<file path="src/rtl/pwm_sweep_gen.sv">
// N_CH phase-staggered PWM outputs sharing one duty value, swept as a triangle or sawtooth,
// or taken from duty_in_i. Define PWM_COMPL_EN to add complementary outputs with dead-time.
module pwm_sweep_gen #(
  parameter int CNT_W    = 8,
  parameter int HOLD     = 100000000,
  parameter int HOLD_W   = 32,
  parameter int DUTY_INC = 64,
  parameter int N_CH     = 2,
  parameter int PH_OFS   = 128,
  parameter int DEAD     = 2
) (
  input  logic            clk,
  input  logic            rst_n,
  input  logic            en_i,
  input  logic [1:0]      mode_i,
  input  logic [CNT_W:0]  duty_in_i,
  output logic [N_CH-1:0] pwm_out_o,
`ifdef PWM_COMPL_EN
  output logic [N_CH-1:0] pwm_out_n_o,
`endif
  output logic [CNT_W:0]  duty_cur_o,
  output logic            step_pulse_o,
  output logic            dir_o
);
  localparam int               FULL     = 1 << CNT_W;
  localparam logic [CNT_W:0]   FULL_V   = (CNT_W+1)'(FULL);
  localparam logic [CNT_W-1:0] PCNT_MAX = CNT_W'(FULL - 1);
  localparam logic [HOLD_W-1:0] HOLD_MAX = HOLD_W'(HOLD - 1);
  localparam logic [CNT_W+1:0] INC_V    = (CNT_W+2)'(DUTY_INC);
  localparam logic [1:0] M_TRI = 2'd0, M_SAW = 2'd1, M_FIX = 2'd2, M_OFF = 2'd3;

  if (HOLD < 1) begin : g_chk_hold
    $error("HOLD must be >= 1");
  end
  if (longint'(HOLD) >= (longint'(1) << HOLD_W)) begin : g_chk_hold_w
    $error("HOLD_W too narrow for HOLD");
  end
  if (DUTY_INC < 1 || DUTY_INC > FULL) begin : g_chk_inc
    $error("DUTY_INC must be 1..2^CNT_W");
  end
  if (N_CH < 1 || DEAD < 0) begin : g_chk_misc
    $error("N_CH must be >= 1 and DEAD >= 0");
  end

  logic [CNT_W-1:0]  pcnt_q, pcnt_d;
  logic [HOLD_W-1:0] hold_q, hold_d;
  logic [CNT_W:0]    pend_q, pend_d, duty_q, duty_d;
  logic              dir_q, dir_d, step_q, step_d;
  logic [1:0]        mode_q;
  logic [N_CH-1:0]   raw_q, raw_d;

  logic                    sweep, enter, wrap, hold_end;
  logic [CNT_W+1:0]        up_sum;
  logic signed [CNT_W+1:0] dn_diff;
  logic [CNT_W:0]          up_val, dn_val;
  logic                    up_sat, dn_zero;

  assign sweep    = (mode_i == M_TRI) || (mode_i == M_SAW);
  assign enter    = sweep && (mode_i != mode_q);
  assign wrap     = en_i && (pcnt_q == PCNT_MAX);
  assign hold_end = (hold_q == HOLD_MAX);

  // Saturating step candidates; the down path uses a signed intermediate so underflow is visible.
  always_comb begin
    up_sum  = {1'b0, pend_q} + INC_V;
    up_sat  = (up_sum >= {1'b0, FULL_V});
    up_val  = up_sat ? FULL_V : up_sum[CNT_W:0];
    dn_diff = $signed({1'b0, pend_q}) - $signed(INC_V);
    dn_zero = dn_diff[CNT_W+1] || (dn_diff == '0);
    dn_val  = dn_zero ? '0 : dn_diff[CNT_W:0];
  end

  always_comb begin
    pcnt_d = en_i ? pcnt_q + 1'b1 : '0;
    hold_d = hold_q;
    pend_d = pend_q;
    dir_d  = dir_q;
    step_d = 1'b0;
    case (mode_i)
      M_FIX: begin
        hold_d = '0;
        pend_d = (duty_in_i > FULL_V) ? FULL_V : duty_in_i;
      end
      M_OFF: begin
        hold_d = '0;
        pend_d = '0;
      end
      default: begin
        if (enter) begin
          hold_d = '0;
          pend_d = duty_q;
          dir_d  = 1'b0;
        end else if (!en_i) begin
          hold_d = '0;
        end else if (hold_end) begin
          hold_d = '0;
          step_d = 1'b1;
          if (mode_i == M_SAW) begin
            pend_d = (pend_q == FULL_V) ? '0 : up_val;
            dir_d  = 1'b0;
          end else if (!dir_q) begin
            pend_d = up_val;
            dir_d  = up_sat;
          end else begin
            pend_d = dn_val;
            dir_d  = !dn_zero;
          end
        end else begin
          hold_d = hold_q + 1'b1;
        end
      end
    endcase
    // Loading the freshly computed pending value lets a step coinciding with wrap take effect now.
    duty_d = wrap ? pend_d : duty_q;
  end

  for (genvar gi = 0; gi < N_CH; gi++) begin : g_cmp
    localparam logic [CNT_W-1:0] OFS = CNT_W'((gi * PH_OFS) % FULL);
    logic [CNT_W-1:0] phase;
    assign phase     = pcnt_q + OFS;
    assign raw_d[gi] = en_i && ({1'b0, phase} < duty_q);
  end

  always_ff @(posedge clk or negedge rst_n) begin
    if (!rst_n) begin
      pcnt_q <= '0;
      hold_q <= '0;
      pend_q <= '0;
      duty_q <= '0;
      dir_q  <= 1'b0;
      step_q <= 1'b0;
      mode_q <= M_TRI;
      raw_q  <= '0;
    end else begin
      pcnt_q <= pcnt_d;
      hold_q <= hold_d;
      pend_q <= pend_d;
      duty_q <= duty_d;
      dir_q  <= dir_d;
      step_q <= step_d;
      mode_q <= mode_i;
      raw_q  <= raw_d;
    end
  end

  assign duty_cur_o   = duty_q;
  assign step_pulse_o = step_q;
  assign dir_o        = dir_q;

`ifdef PWM_COMPL_EN
  localparam int DT_W = $clog2(DEAD + 1) + 1;
  localparam logic [DT_W-1:0] DEAD_V = DT_W'(DEAD);

  for (genvar gi = 0; gi < N_CH; gi++) begin : g_dt
    logic [DT_W-1:0] dt_q, dt_d;
    logic            p_q, p_d, n_q, n_d;

    // dt counts clocks the raw compare has been stable; either side drives only once it reaches DEAD.
    always_comb begin
      if (!en_i || (raw_d[gi] != raw_q[gi])) begin
        dt_d = '0;
      end else if (dt_q != DEAD_V) begin
        dt_d = dt_q + 1'b1;
      end else begin
        dt_d = dt_q;
      end
      p_d = raw_d[gi] && (dt_d == DEAD_V);
      n_d = en_i && !raw_d[gi] && (dt_d == DEAD_V);
    end

    always_ff @(posedge clk or negedge rst_n) begin
      if (!rst_n) begin
        dt_q <= '0;
        p_q  <= 1'b0;
        n_q  <= 1'b0;
      end else begin
        dt_q <= dt_d;
        p_q  <= p_d;
        n_q  <= n_d;
      end
    end

    assign pwm_out_o[gi]   = p_q;
    assign pwm_out_n_o[gi] = n_q;
  end
`else
  assign pwm_out_o = raw_q;
`endif
endmodule

</file>
<file path="config.mk">
export PLATFORM = sky130hd
export DESIGN_NAME = pwm_sweep_gen
export DESIGN_NICKNAME = d
export VERILOG_FILES = /design/src/rtl/pwm_sweep_gen.sv
export SDC_FILE = /design/constraint.sdc
export NUM_CORES = 1
export LEC_CHECK = 0
export ABC_AREA = 1
export CAP_MARGIN = 20
export CORE_MARGIN = 2
export CORE_UTILIZATION = 66
export CTS_BUF_LIST = sky130_fd_sc_hd__clkbuf_8
export CTS_CLUSTER_DIAMETER = 40
export DETAILED_ROUTE_END_ITERATION = 10
export DONT_BUFFER_PORTS = 1
export MAX_ROUTING_LAYER = met4
export PLACE_DENSITY_LB_ADDON = 0.15
export SLEW_MARGIN = 20
export SYNTH_ARGS = -nofsm -noshare
export SYNTH_HDL_FRONTEND = slang
export SYNTH_SLANG_ARGS = --single-unit
</file>
<file path="constraint.sdc">
create_clock -name clk -period 2.1 [get_ports clk]
set_input_delay 0 -clock clk [delete_from_list [all_inputs] [get_ports clk]]
set_output_delay 0 -clock clk [all_outputs]
set_load 0.02 [all_outputs]
</file>
==> impl_metrics.py <==
metrics = {
    "finish": {
        "syn2layout_area_growth_pct": 12.4,
        "regArea_um2": 1600,
        "drive_gt1_share_pct": 10.2,
        "fill_cells": 425,
        "diodes": 0,
        "stdcell_count": 593,
        "design_area_um2": 4200,
        "nets": 543,
        "multiInputGateArea_um2": 1840,
    },
    "worst_setup_path": {
        "cpMostUsedCell": "nand2_1",
        "cp_top_family": "simple AND/OR/NAND/NOR gates",
        "critPathRequiredTime_ps": 2340,
        "path_class": "reg -> reg",
        "cp_cell_sequence": "inv_1 -> ha_1 -> inv_1 -> nand2_1 -> nand2_1 -> nand3_1 -> nand2_1 -> nand2_1 -> nand2_2 -> nand2_1 -> nand2_1 -> nand2_2 -> nand3_1 -> nand2_2 -> nand2_1 -> nand2_1",
        "cp-start-kind": "register",
        "max_stage_delay_ps": 400,
        "cp_max_fo": 6,
        "cp-end-kind": "register",
        "crit_buf_inv": 2,
        "critical_path.slowest_cell": "dfrtp_1",
        "critPathArrivalTime_ps": 2180,
    },
    "synth": {
        "ys_seq_area_share_pct": 42.9,
        "yosysMostFrequentCell": "nand2_1",
        "synth_edf_count": 0,
        "synth_area_um2": 3730,
        "synthCells": 491,
        "yosys_warnings": 0,
        "synth_area_leaders": "dfrtp_1, nand2_1, inv_1, nor2_1, nand3_1",
        "syn_area_per_cell_um2": 7.60,
        "yosys.area.top_type_share_pct": 42.9,
        "synthTopCellsByCount": "nand2_1, inv_1, nor2_1",
        "ys_types": 34,
        "synth_fp_nets": 518,
        "netlist.top_cell.by_area": "dfrtp_1",
        "async_reset_ff_share_pct": 100,
        "synth_flop_cell": "dfrtp_1",
        "ys_seq_elements": 64,
    },
    "timing": {
        "tns_ps": 0,
        "finalHoldViolCount": 0,
        "setup_viol": 0,
        "worstMarginPinSlew_ps": 592,
        "post-route-min-period_ps": 1940,
        "fin_crit_sh_pct": 92.5,
        "drv_slew": 0,
        "slew_headroom_pct": 60.4,
        "setup_ws_ps": 157,
        "max_freq_ghz": 0.515,
        "finalClockSkew_ps": 8.66,
    },
    "floorplan": {
        "core_um2": 5470,
        "die_area_um2": 6270,
        "rows": 27,
        "start_util_pct": 68.2,
        "io_pins": 27,
        "die_h_um": 79.2,
        "die_x_um": 79.2,
    },
    "placement": {
        "dpl.hpwl_um": 6020,
        "place.gp.congestion": 0.907,
        "port_buffers": 0,
        "dpl_worst_slack_ps": 134,
        "dp_cells": 561,
        "dpl_cell_area_um2": 3810,
    },
    "global_routing": {
        "grt_use_total_pct": 30.4,
        "grt_pass1_wl_um": 14400,
        "grt_pass1_vias": 3259,
        "antenna_found_initial": 0,
        "grt_max_degree": 65,
        "overflow": 0,
    },
    "clocking": {
        "cts-htree-levels": 3,
        "clk_latency_ps": 350,
        "cts_made_buffers": 9,
        "clockRootBuffer": "clkbuf_8",
        "cts_tree": "built",
        "clock-sinks": 64,
        "cts.path.max_buffers": 2,
        "clk_pin_slew_ps": 70,
    },
    "drt": {
        "dr.pass1.iters": 5,
        "vias_per_cell": 5.67,
        "drtIter0Drc": 272,
        "drtAntennaViolNets": 0,
        "routed_wl_um": 8720,
        "wl_per_cell_um": 14.7,
        "vias": 3360,
        "drc": 0,
    },
    "worst_hold_path": {
        "hold_class": "in -> reg",
    },
    "status": {
        "outcome": "finished clean",
    },
    "run": {
        "maxCapViolations": 0,
    },
    "power": {
        "power_mw": 2.58,
        "p_per_area_nw_per_um2": 616,
        "vdd_drop_max_uv": 414,
        "power.leakage_nw": 1.92,
    },
}
-- report_power, final --
part	internal, mW	switching, mW
Sequential	1.27	0.0446
Clock	0.537	0.487
Combinational	0.0872	0.160
Total	1.89	0.692
-- cells by family (layout without fill, tap and decap cells) --
kind of cell,Yosys count,after routing,share of synthesized area (%)
fa+ha+maj,13,13,4.36
flops,64,64,42.9
buf+inv,80,110,8.35
simple gates,262,262,32.2
xor+xnor,10,10,2.35
compound gates,62,62,9.79
-- final timing paths --
path / cells past startpoint / start / endpoint / slack (ps)
max: 16 / pend_q[6]$_DFF_PN0_ / duty_cur_o[3]$_DFFE_PN0P_ / 160
min: 4 / en_i / pend_q[7]$_DFF_PN0_ / 30
max reg2reg: 16 / pend_q[6]$_DFF_PN0_ / duty_cur_o[3]$_DFFE_PN0P_ / 160
min reg2reg: 1 / pcnt_q[0]$_DFF_PN0_ / pcnt_q[0]$_DFF_PN0_ / 510
max in group asynchronous: 2 / rst_n / pcnt_q[5]$_DFF_PN0_ / 1640
min in group asynchronous: 2 / rst_n / hold_q[2]$_DFF_PN0_ / 170
-- flip-flops by register name, indices dropped and copies added (netlist names) --
signal,flops
step_pulse_o,1
pwm_out_o,2
pcnt_q,8
duty_cur_o,9
dir_o,1
mode_q,2
hold_q,32
pend_q,9
-- placed cells by master (no fill, tap or decap), drive strengths merged --
| cell | n |
|---|---|
| nand2 | 113 |
| nor2 | 76 |
| inv | 75 |
| dfrtp | 64 |
| nand3 | 33 |
| a21oi | 26 |
| nor3 | 22 |
| o21ai | 18 |
| dlygate4sd3 | 13 |
| ha | 13 |
| nand4 | 11 |
| clkbuf | 9 |
| a32oi | 7 |
| xor2 | 6 |
| buf | 6 |
| nor4 | 5 |
| o21a | 4 |
| xnor2 | 4 |
| clkinv | 4 |
| a22oi | 2 |
| a311oi | 2 |
| clkinvlp | 2 |
| o211ai | 1 |
| or2 | 1 |
| and2 | 1 |
| a31oi | 1 |
| a21o | 1 |
| bufinv | 1 |
-- routing by layer --
layer | GRT usage (%) | up-vias | wire length [um]
met2 | 48.6 | 103 | 4160
met5 | - | - | 0
met1 | 38.2 | 1592 | 3980
met4 | 13.4 | 0 | 173
li1 | - | 1647 | -
met3 | 5.45 | 18 | 407
-- stage by stage --
step | hold slack, ps | util [%]
2_1_floorplan | -296 | -
3_3_place_gp | -294 | 69.7
3_5_place_dp | -294 | 69.7
4_1_cts | 37.3 | 76.0
5_1_grt | 56.0 | 76.7
6_report | 28.7 | 76.7
-- area by class of cell --
cell class	count	area share, %
multi-input combinational	347	43.8
sequential	64	38.2
inverter	75	6.71
timing repair buffer	19	4.65
clock buffer	9	2.95
tap	72	2.15
clock inverter	7	1.52
-- worst min-delay path, stage by stage --
cell	delay [ps]
nand3_1	120
a21oi_1	80
nand2_1	70
nand2_1	60
-- timing repair --
item,4_1_cts,5_1_grt
buffers inserted,0,2
resized for setup,0,9
hold buffers,14,0
hold endpoints to repair,97,0
endpoints found under the setup margin,0,16
Power figures use the tool's default switching activity.
